$ cat src/rtl/med_seq.sv
// Sequencing controller for the shift-register / compare-exchange median datapath.
// Drives DSI/BYP through load, N-cycle sort passes and a final pass; flags DSO when DO is the median.
module med_seq #(
    parameter int N = 9
) (
    input  logic CLK,
    input  logic RST,
    input  logic DSI,
    output logic MED_DSI,
    output logic MED_BYP,
    output logic DSO,
    output logic BUSY,
    output logic ERR,
    output logic OVR
);

    localparam int P  = (N - 1) / 2;
    localparam int CW = $clog2(N + 1);
    localparam int PW = $clog2(P + 1);

    localparam logic [CW-1:0] CYC_LOAD_LAST = CW'(N - 1);
    localparam logic [CW-1:0] CYC_FIN_LAST  = CW'(P - 1);
    localparam logic [PW-1:0] PASS_LAST     = PW'(P - 1);

    typedef enum logic [2:0] {
        S_IDLE = 3'd0,
        S_LOAD = 3'd1,
        S_CMP  = 3'd2,
        S_SHF  = 3'd3,
        S_FIN  = 3'd4,
        S_DONE = 3'd5
    } state_t;

    state_t        state_q, state_d;
    logic [CW-1:0] cyc_q, cyc_d;
    logic [PW-1:0] pass_q, pass_d;
    logic          err_q, err_d;
    logic          ovr_q, ovr_d;
    logic [CW-1:0] cmp_last_s;
    logic [CW-1:0] shf_last_s;

    // Pass p compares N-1-p cycles and shifts p+1 cycles, so every pass is exactly N cycles.
    assign cmp_last_s = CW'(N - 2) - CW'(pass_q);
    assign shf_last_s = CW'(pass_q);

    // State, counter and flag registers with synchronous reset.
    always_ff @(posedge CLK) begin
        if (RST) begin
            state_q <= S_IDLE;
            cyc_q   <= '0;
            pass_q  <= '0;
            err_q   <= 1'b0;
            ovr_q   <= 1'b0;
        end else begin
            state_q <= state_d;
            cyc_q   <= cyc_d;
            pass_q  <= pass_d;
            err_q   <= err_d;
            ovr_q   <= ovr_d;
        end
    end

    // Next-state and counter logic.
    always_comb begin
        state_d = state_q;
        cyc_d   = cyc_q;
        pass_d  = pass_q;
        err_d   = 1'b0;
        ovr_d   = 1'b0;
        case (state_q)
            S_IDLE, S_DONE: begin
                pass_d = '0;
                if (DSI) begin
                    state_d = S_LOAD;
                    cyc_d   = CW'(1);
                end else begin
                    state_d = S_IDLE;
                    cyc_d   = '0;
                end
            end
            S_LOAD: begin
                if (!DSI) begin
                    state_d = S_IDLE;
                    cyc_d   = '0;
                    err_d   = 1'b1;
                end else if (cyc_q == CYC_LOAD_LAST) begin
                    state_d = S_CMP;
                    cyc_d   = '0;
                    pass_d  = '0;
                end else begin
                    cyc_d = cyc_q + CW'(1);
                end
            end
            S_CMP: begin
                ovr_d = DSI;
                if (cyc_q == cmp_last_s) begin
                    state_d = S_SHF;
                    cyc_d   = '0;
                end else begin
                    cyc_d = cyc_q + CW'(1);
                end
            end
            S_SHF: begin
                ovr_d = DSI;
                if (cyc_q == shf_last_s) begin
                    cyc_d = '0;
                    if (pass_q == PASS_LAST) begin
                        state_d = S_FIN;
                        pass_d  = '0;
                    end else begin
                        state_d = S_CMP;
                        pass_d  = pass_q + PW'(1);
                    end
                end else begin
                    cyc_d = cyc_q + CW'(1);
                end
            end
            S_FIN: begin
                ovr_d = DSI;
                if (cyc_q == CYC_FIN_LAST) begin
                    state_d = S_DONE;
                    cyc_d   = '0;
                end else begin
                    cyc_d = cyc_q + CW'(1);
                end
            end
            default: begin
                state_d = S_IDLE;
                cyc_d   = '0;
                pass_d  = '0;
            end
        endcase
    end

    // Output decode; reset forces the idle pattern regardless of the registered state.
    always_comb begin
        MED_DSI = 1'b0;
        MED_BYP = 1'b1;
        DSO     = 1'b0;
        BUSY    = 1'b0;
        ERR     = 1'b0;
        OVR     = 1'b0;
        if (RST) begin
            MED_BYP = 1'b1;
        end else begin
            ERR = err_q;
            OVR = ovr_q;
            case (state_q)
                S_IDLE: begin
                    MED_DSI = DSI;
                    BUSY    = DSI;
                end
                S_LOAD: begin
                    MED_DSI = DSI;
                    BUSY    = 1'b1;
                end
                S_CMP, S_FIN: begin
                    MED_BYP = 1'b0;
                    BUSY    = 1'b1;
                end
                S_SHF: begin
                    BUSY = 1'b1;
                end
                S_DONE: begin
                    MED_DSI = DSI;
                    DSO     = 1'b1;
                    BUSY    = 1'b1;
                end
                default: begin
                    MED_BYP = 1'b1;
                end
            endcase
        end
    end

endmodule

$ cat config.mk
export PLATFORM = sky130hd
export DESIGN_NAME = med_seq
export DESIGN_NICKNAME = d
export VERILOG_FILES = /design/src/rtl/med_seq.sv
export SDC_FILE = /design/constraint.sdc
export NUM_CORES = 1
export LEC_CHECK = 0
export BUFFER_PORTS_ARGS = -buffer_cell sky130_fd_sc_hd__buf_2
export CORE_AREA = 2 2 56 58
export CTS_CLUSTER_DIAMETER = 30
export CTS_CLUSTER_SIZE = 28
export DETAILED_ROUTE_END_ITERATION = 8
export DIE_AREA = 0 0 58 60
export SYNTH_ARGS = -nofsm -noshare
export SYNTH_HDL_FRONTEND = slang
export SYNTH_SLANG_ARGS = --single-unit
export TNS_END_PERCENT = 5
$ cat constraint.sdc
create_clock -name CLK -period 2.39 [get_ports CLK]
set_clock_uncertainty 0.15 [all_clocks]
set_input_delay 0.239 -clock CLK [delete_from_list [all_inputs] [get_ports CLK]]
set_output_delay 0.239 -clock CLK [all_outputs]
set_load 0.005 [all_outputs]
Word level (Yosys, flattened, before mapping)
Cells that the tools add are included.
Widths: inputs -> output; s select.
{ "classes": {"add_sub_neg": 3, "n_eq_ne": 16, "muxes": 31, "bitwise": 3, "n_reduce_logical": 10} }
{ "op_table": {"columns": ["cell", "count"], "rows": [
  ["$mux 3", 10],
  ["$mux 4", 5],
  ["$pmux 4 s5", 1],
  ["$pmux 3 s5", 1],
  ["$mux 1", 12],
  ["$ne 2x2->1 const B", 5],
  ["$eq 3x2->1 const B", 3],
  ["$pmux 3 s3", 1],
  ["$reduce_and 4->1", 2],
  ["$reduce_or 2->1", 4],
  ["$eq 3x3->1 const B", 2],
  ["$reduce_or 3->1", 2],
  ["$reduce_or 5->1", 1],
  ["$add 4x1->4 const B", 1],
  ["$eq 4x2->1 const B", 1],
  ["$eq 4x3->1", 1],
  ["$eq 4x4->1", 1],
  ["$eq 4x4->1 const B", 1],
  ["$sub 3x3->4 const A", 1],
  ["$add 3x1->3 const B", 1],
  ["$eq 3x1->1 const B", 1],
  ["$logic_not 3->1", 1],
  ["$ne 3x3->1 const B", 1],
  ["$not 1->1", 3],
  ["$pmux 1 s2", 1]
]} }
{ "totals": {"regBits": 12, "in_bits": 3} }

Logic depth before layout (Yosys ltp)
{ "logic_depth": {"depth_word": 4, "depth_mapped": 6, "mapped_depth_nobuf": 6} }

Worst setup path after synthesis
OpenSTA, ideal clock, no wires.
{ "synth_path": {"path_type": "register -> register", "start": "register pass_q[0]", "end": "register pass_q[2]", "arrival_time_ns": 1.580, "required_time_ns": 2.124, "setup_slack_ns": 0.544, "path_stages_with_launch": 5, "path_buffers": 0, "path_cell_list": "dfxtp_1 > xor2_1 > o41a_1 > or3_4 > o211a_1"} }
{ "synth_via": {"elab_chain_len": 4} }
{ "synth_rtl": {"columns": ["element", "line_no", "text"], "rows": [
  ["from (decl)", "36", "logic [PW-1:0] pass_q, pass_d;"],
  ["from (signal assigned)", "57", "pass_q <= pass_d;"],
  ["$add 3x1->3 / $eq 3x2->1 (equally long branches)", "112, 107", null],
  ["$mux 3", "107", "if (pass_q == PASS_LAST) begin"],
  ["$mux 3", "105", "if (cyc_q == shf_last_s) begin"],
  ["$pmux 3 s3", "70", "case (state_q)"]
]} }
Several ways; a longest one is shown, not always the timed one. The select of a mux whose other input is x is not followed.
A chain may end at the register's enable or synchronous reset.

Worst setup path in the final report
{ "layout_path": {"start": "register state_q[1]", "end": "register pass_q[0]"} }
{ "layout_via": {"elab_chain_len": 4} }
{ "layout_rtl": {"columns": ["element", "line_no", "text"], "rows": [
  ["from (decl)", "34", "state_t state_q, state_d;"],
  ["from (signal assigned)", "55", "state_q <= state_d;"],
  ["$eq 3x2->1 / $eq 3x3->1 (equally long branches)", "70", null],
  ["$reduce_or 2->1 (no line)", null, null],
  ["$not 1->1 (no line)", null, null],
  ["$reduce_and 4->1 (no line)", null, null]
]} }
Several ways; a longest one is shown, not always the timed one.

==> summary.txt <==
Routing
  • Post-Route WL: roughly 1800 um
  • Via count: a little over 700
  • Initial DRC count: 14
  • Wire per inst: around 13 um
  • DRT antenna net count: 0
  • Remaining design rule violation count: 0
  • DR pass1 iterations: 4
  • Vias/cell: approximately 5.3

CTS
  • Clk slew on worst S/H paths: approximately 70 ps
  • Worst skew pair latency: 260 ps
  • Cts bufs inserted: 3
  • Post-CTS sizing: 0
  • Clk root buf: clkbuf_4
  • Post-CTS Hold Buffers: 0
  • Post-CTS Setup Bufs: 0
  • H-tree Lvls: 1
  • Worst-case clock buffer depth: 2
  • CTS tree: built
  • Clock tree sinks: 12

Timing
  • RSZ-0062 raised after global routing: no
  • Fin crit share: between 80% and 90%
  • Final Max Tran Viols: 0
  • Hold Vio Cnt, Final: 0
  • Setup_tns: 0 ps
  • Max_slew headroom: between 50% and 60%
  • Number of setup violations in the final report: 0
  • F_max: 472 MHz
  • Tmin final: ~2100 ps
  • Post-route setup slack: about 270 ps
  • Actual slew at the worst max-slew pin: a little over 600 ps

Yosys
  • Area share of the largest cell type after synthesis: 28.8%
  • Seq/Total Area, Yosys: between 20% and 30%
  • Count of cell types in the netlist: 41
  • Cell accounting for the most synthesized area: dfxtp_1
  • Mapped Cells: 98
  • Mapped Nets: 106
  • Post-synth ARST share: 0%
  • Ranking of synthesized cells by area: dfxtp_1 29%, ha_1 7.5%, nor2b_1 3.7%
  • Number of synthesized register bits: 12
  • Main flop type after synthesis: dfxtp_1
  • Number of synthesized flops with an enable pin: 0
  • Cell area after synthesis: between 800 and 900 um2
  • Warning count from the yosys run: 0
  • Avg Inst Size Synth: approximately 8.5 um2

Die
  • Initial Utilization: between 20 and 30%
  • Vert. Die Dim: 60 um
  • Die area: around 3500 um2
  • Core Footprint: about 2900 um2
  • Die W: ~58 um
  • Io pins: 9
  • Rows: 20

GRT
  • GRT Total Usage: 11.7%
  • Number of global-route vias before repair: 690
  • First-pass GRT wire length: 3100 um
  • Largest net degree at the start of global routing: 21
  • Initial antenna violation count: 0
  • Overflow left after global routing: 0

Place
  • IO Port Bufs: 8
  • RePlAce Congestion: between 0.7 and 0.8
  • Pre-CTS setup slack: about 310 ps
  • Dpl hpwl: roughly 1300 um
  • Cell Count Post-Placement: approximately 130

Final layout
  • Post-route insts no fill: 136
  • Final #Nets: approximately 110
  • Final core occ: between 30% and 40%
  • Fraction of layout cells with a size suffix above 1: between 10% and 20%
  • Synthesis-to-layout area growth: 9.45%
  • Commonest non-fill, non-tap cell in the layout: dfxtp_1
  • Most frequent cells in the layout: 12 x dfxtp_1, 8 x buf_2, 7 x inv_1
  • # diodes: 0

Worst setup path
  • Buf/Inv on CP: 0
  • CP arrival: ~2200 ps
  • Critical Path RT: 2450 ps
  • Startpoint types: register
  • Crit path max-delay cell type: dfxtp_1
  • Crit-path cells: nand3b_1 -> or4_2 -> nor4_1 -> a31o_1
  • Family with the most delay on the worst path: simple AND/OR/NAND/NOR gates
  • FF-to-FF path depth: 4
  • Crit. End Element: register
  • CP Class: reg2reg
  • Biggest cell delay along the critical path: 720 ps
  • Crit-path max FO: 20
  • CP Depth: 4

Power and ir drop
  • Pwr per Cell Area: 752 nW/um2
  • Leak: between 0.0003 and 0.0004 uW
  • Worst vdd ir: about 0.34 mV

Job
  • Max_cap viols: 0

Min path
  • Hold depth: 2
  • Min-Delay Path Class: in2reg

Status
  • Status: finished clean
[cells by family (layout without fill, tap and decap cells)]
kind of cell / Yosys count / after routing / synth area share [%]
adders and majority gates: 5 / 5 / 7.50
and+or+nand+nor: 40 / 40 / 30.3
xor gates and xnor gates: 6 / 6 / 6.30
AOI/OAI and AO/OA: 22 / 22 / 21.0
buffers and inverters: 13 / 18 / 6.15
DFF: 12 / 12 / 28.8
[report_power, final]
part | internal (uW) | total (uW) | switching (uW)
combinational | 129 | 264 | 135
clock | 58.2 | 118 | 59.4
sequential | 228 | 305 | 77.3
[worst register-to-register path: cells and delay by family, from the launching register on]
kind	cells	cell delay, ps
DFF	1	720
AOI/OAI and AO/OA	1	130
and+or+nand+nor	3	1070
[sequential cells by signal, summed over array words and instances, names as in the netlist]
register,cells
pass_q,3
state_q,3
err_q,1
ovr_q,1
cyc_q,4
[cell usage after synthesis (2+ instances only)]
| master | count |
|---|---|
| ha_1 | 5 |
| nand2_1 | 3 |
| o31ai_1 | 3 |
| a21oi_1 | 4 |
| clkbuf_1 | 4 |
| inv_1 | 7 |
| or3b_2 | 2 |
| buf_2 | 2 |
| nor3_1 | 5 |
| nor2b_1 | 5 |
| nor4_1 | 2 |
| nor3b_1 | 4 |
| dfxtp_1 | 12 |
| o21ai_0 | 2 |
| xor2_1 | 3 |
| nor2_1 | 6 |
| xnor2_1 | 3 |
| nand2b_1 | 2 |
| and3b_1 | 2 |
[per-stage QoR]
stage	power (uW)	instance area (um2)	hold slack, ps
final	687	913	115
after global routing	750	913	119
after CTS	694	913	104
after detailed placement	574	891	339
after global placement	558	891	335
after floorplan	508	835	168
[cell type report]
| type | instances | area (um2) |
|---|---|---|
| Clock buffer | 3 | 22.5 |
| Fill cell | 302 | 1990 |
| Inverter | 7 | 26.3 |
| Multi-Input combinational cell | 73 | 543 |
| Sequential cell | 12 | 240 |
| Tap cell | 33 | 41.3 |
| Timing Repair Buffer | 8 | 40.0 |
[final timing paths]
path               from   endpoint  slack [ps]
max          state_q[1]  pass_q[0]         270
min                 DSI      err_q         110
max reg2reg  state_q[1]  pass_q[0]         270
min reg2reg   pass_q[2]  pass_q[2]         350
[per-layer routing]
layer	vias to the layer above	wire length [um]	GRT usage [%]
met2	8	818	20.0
met1	348	872	14.1
met3	2	47	3.25
met4	0	19	3.99
met5	-	0	0
li1	369	-	-
Note: power is estimated with default switching activity, not from simulation.
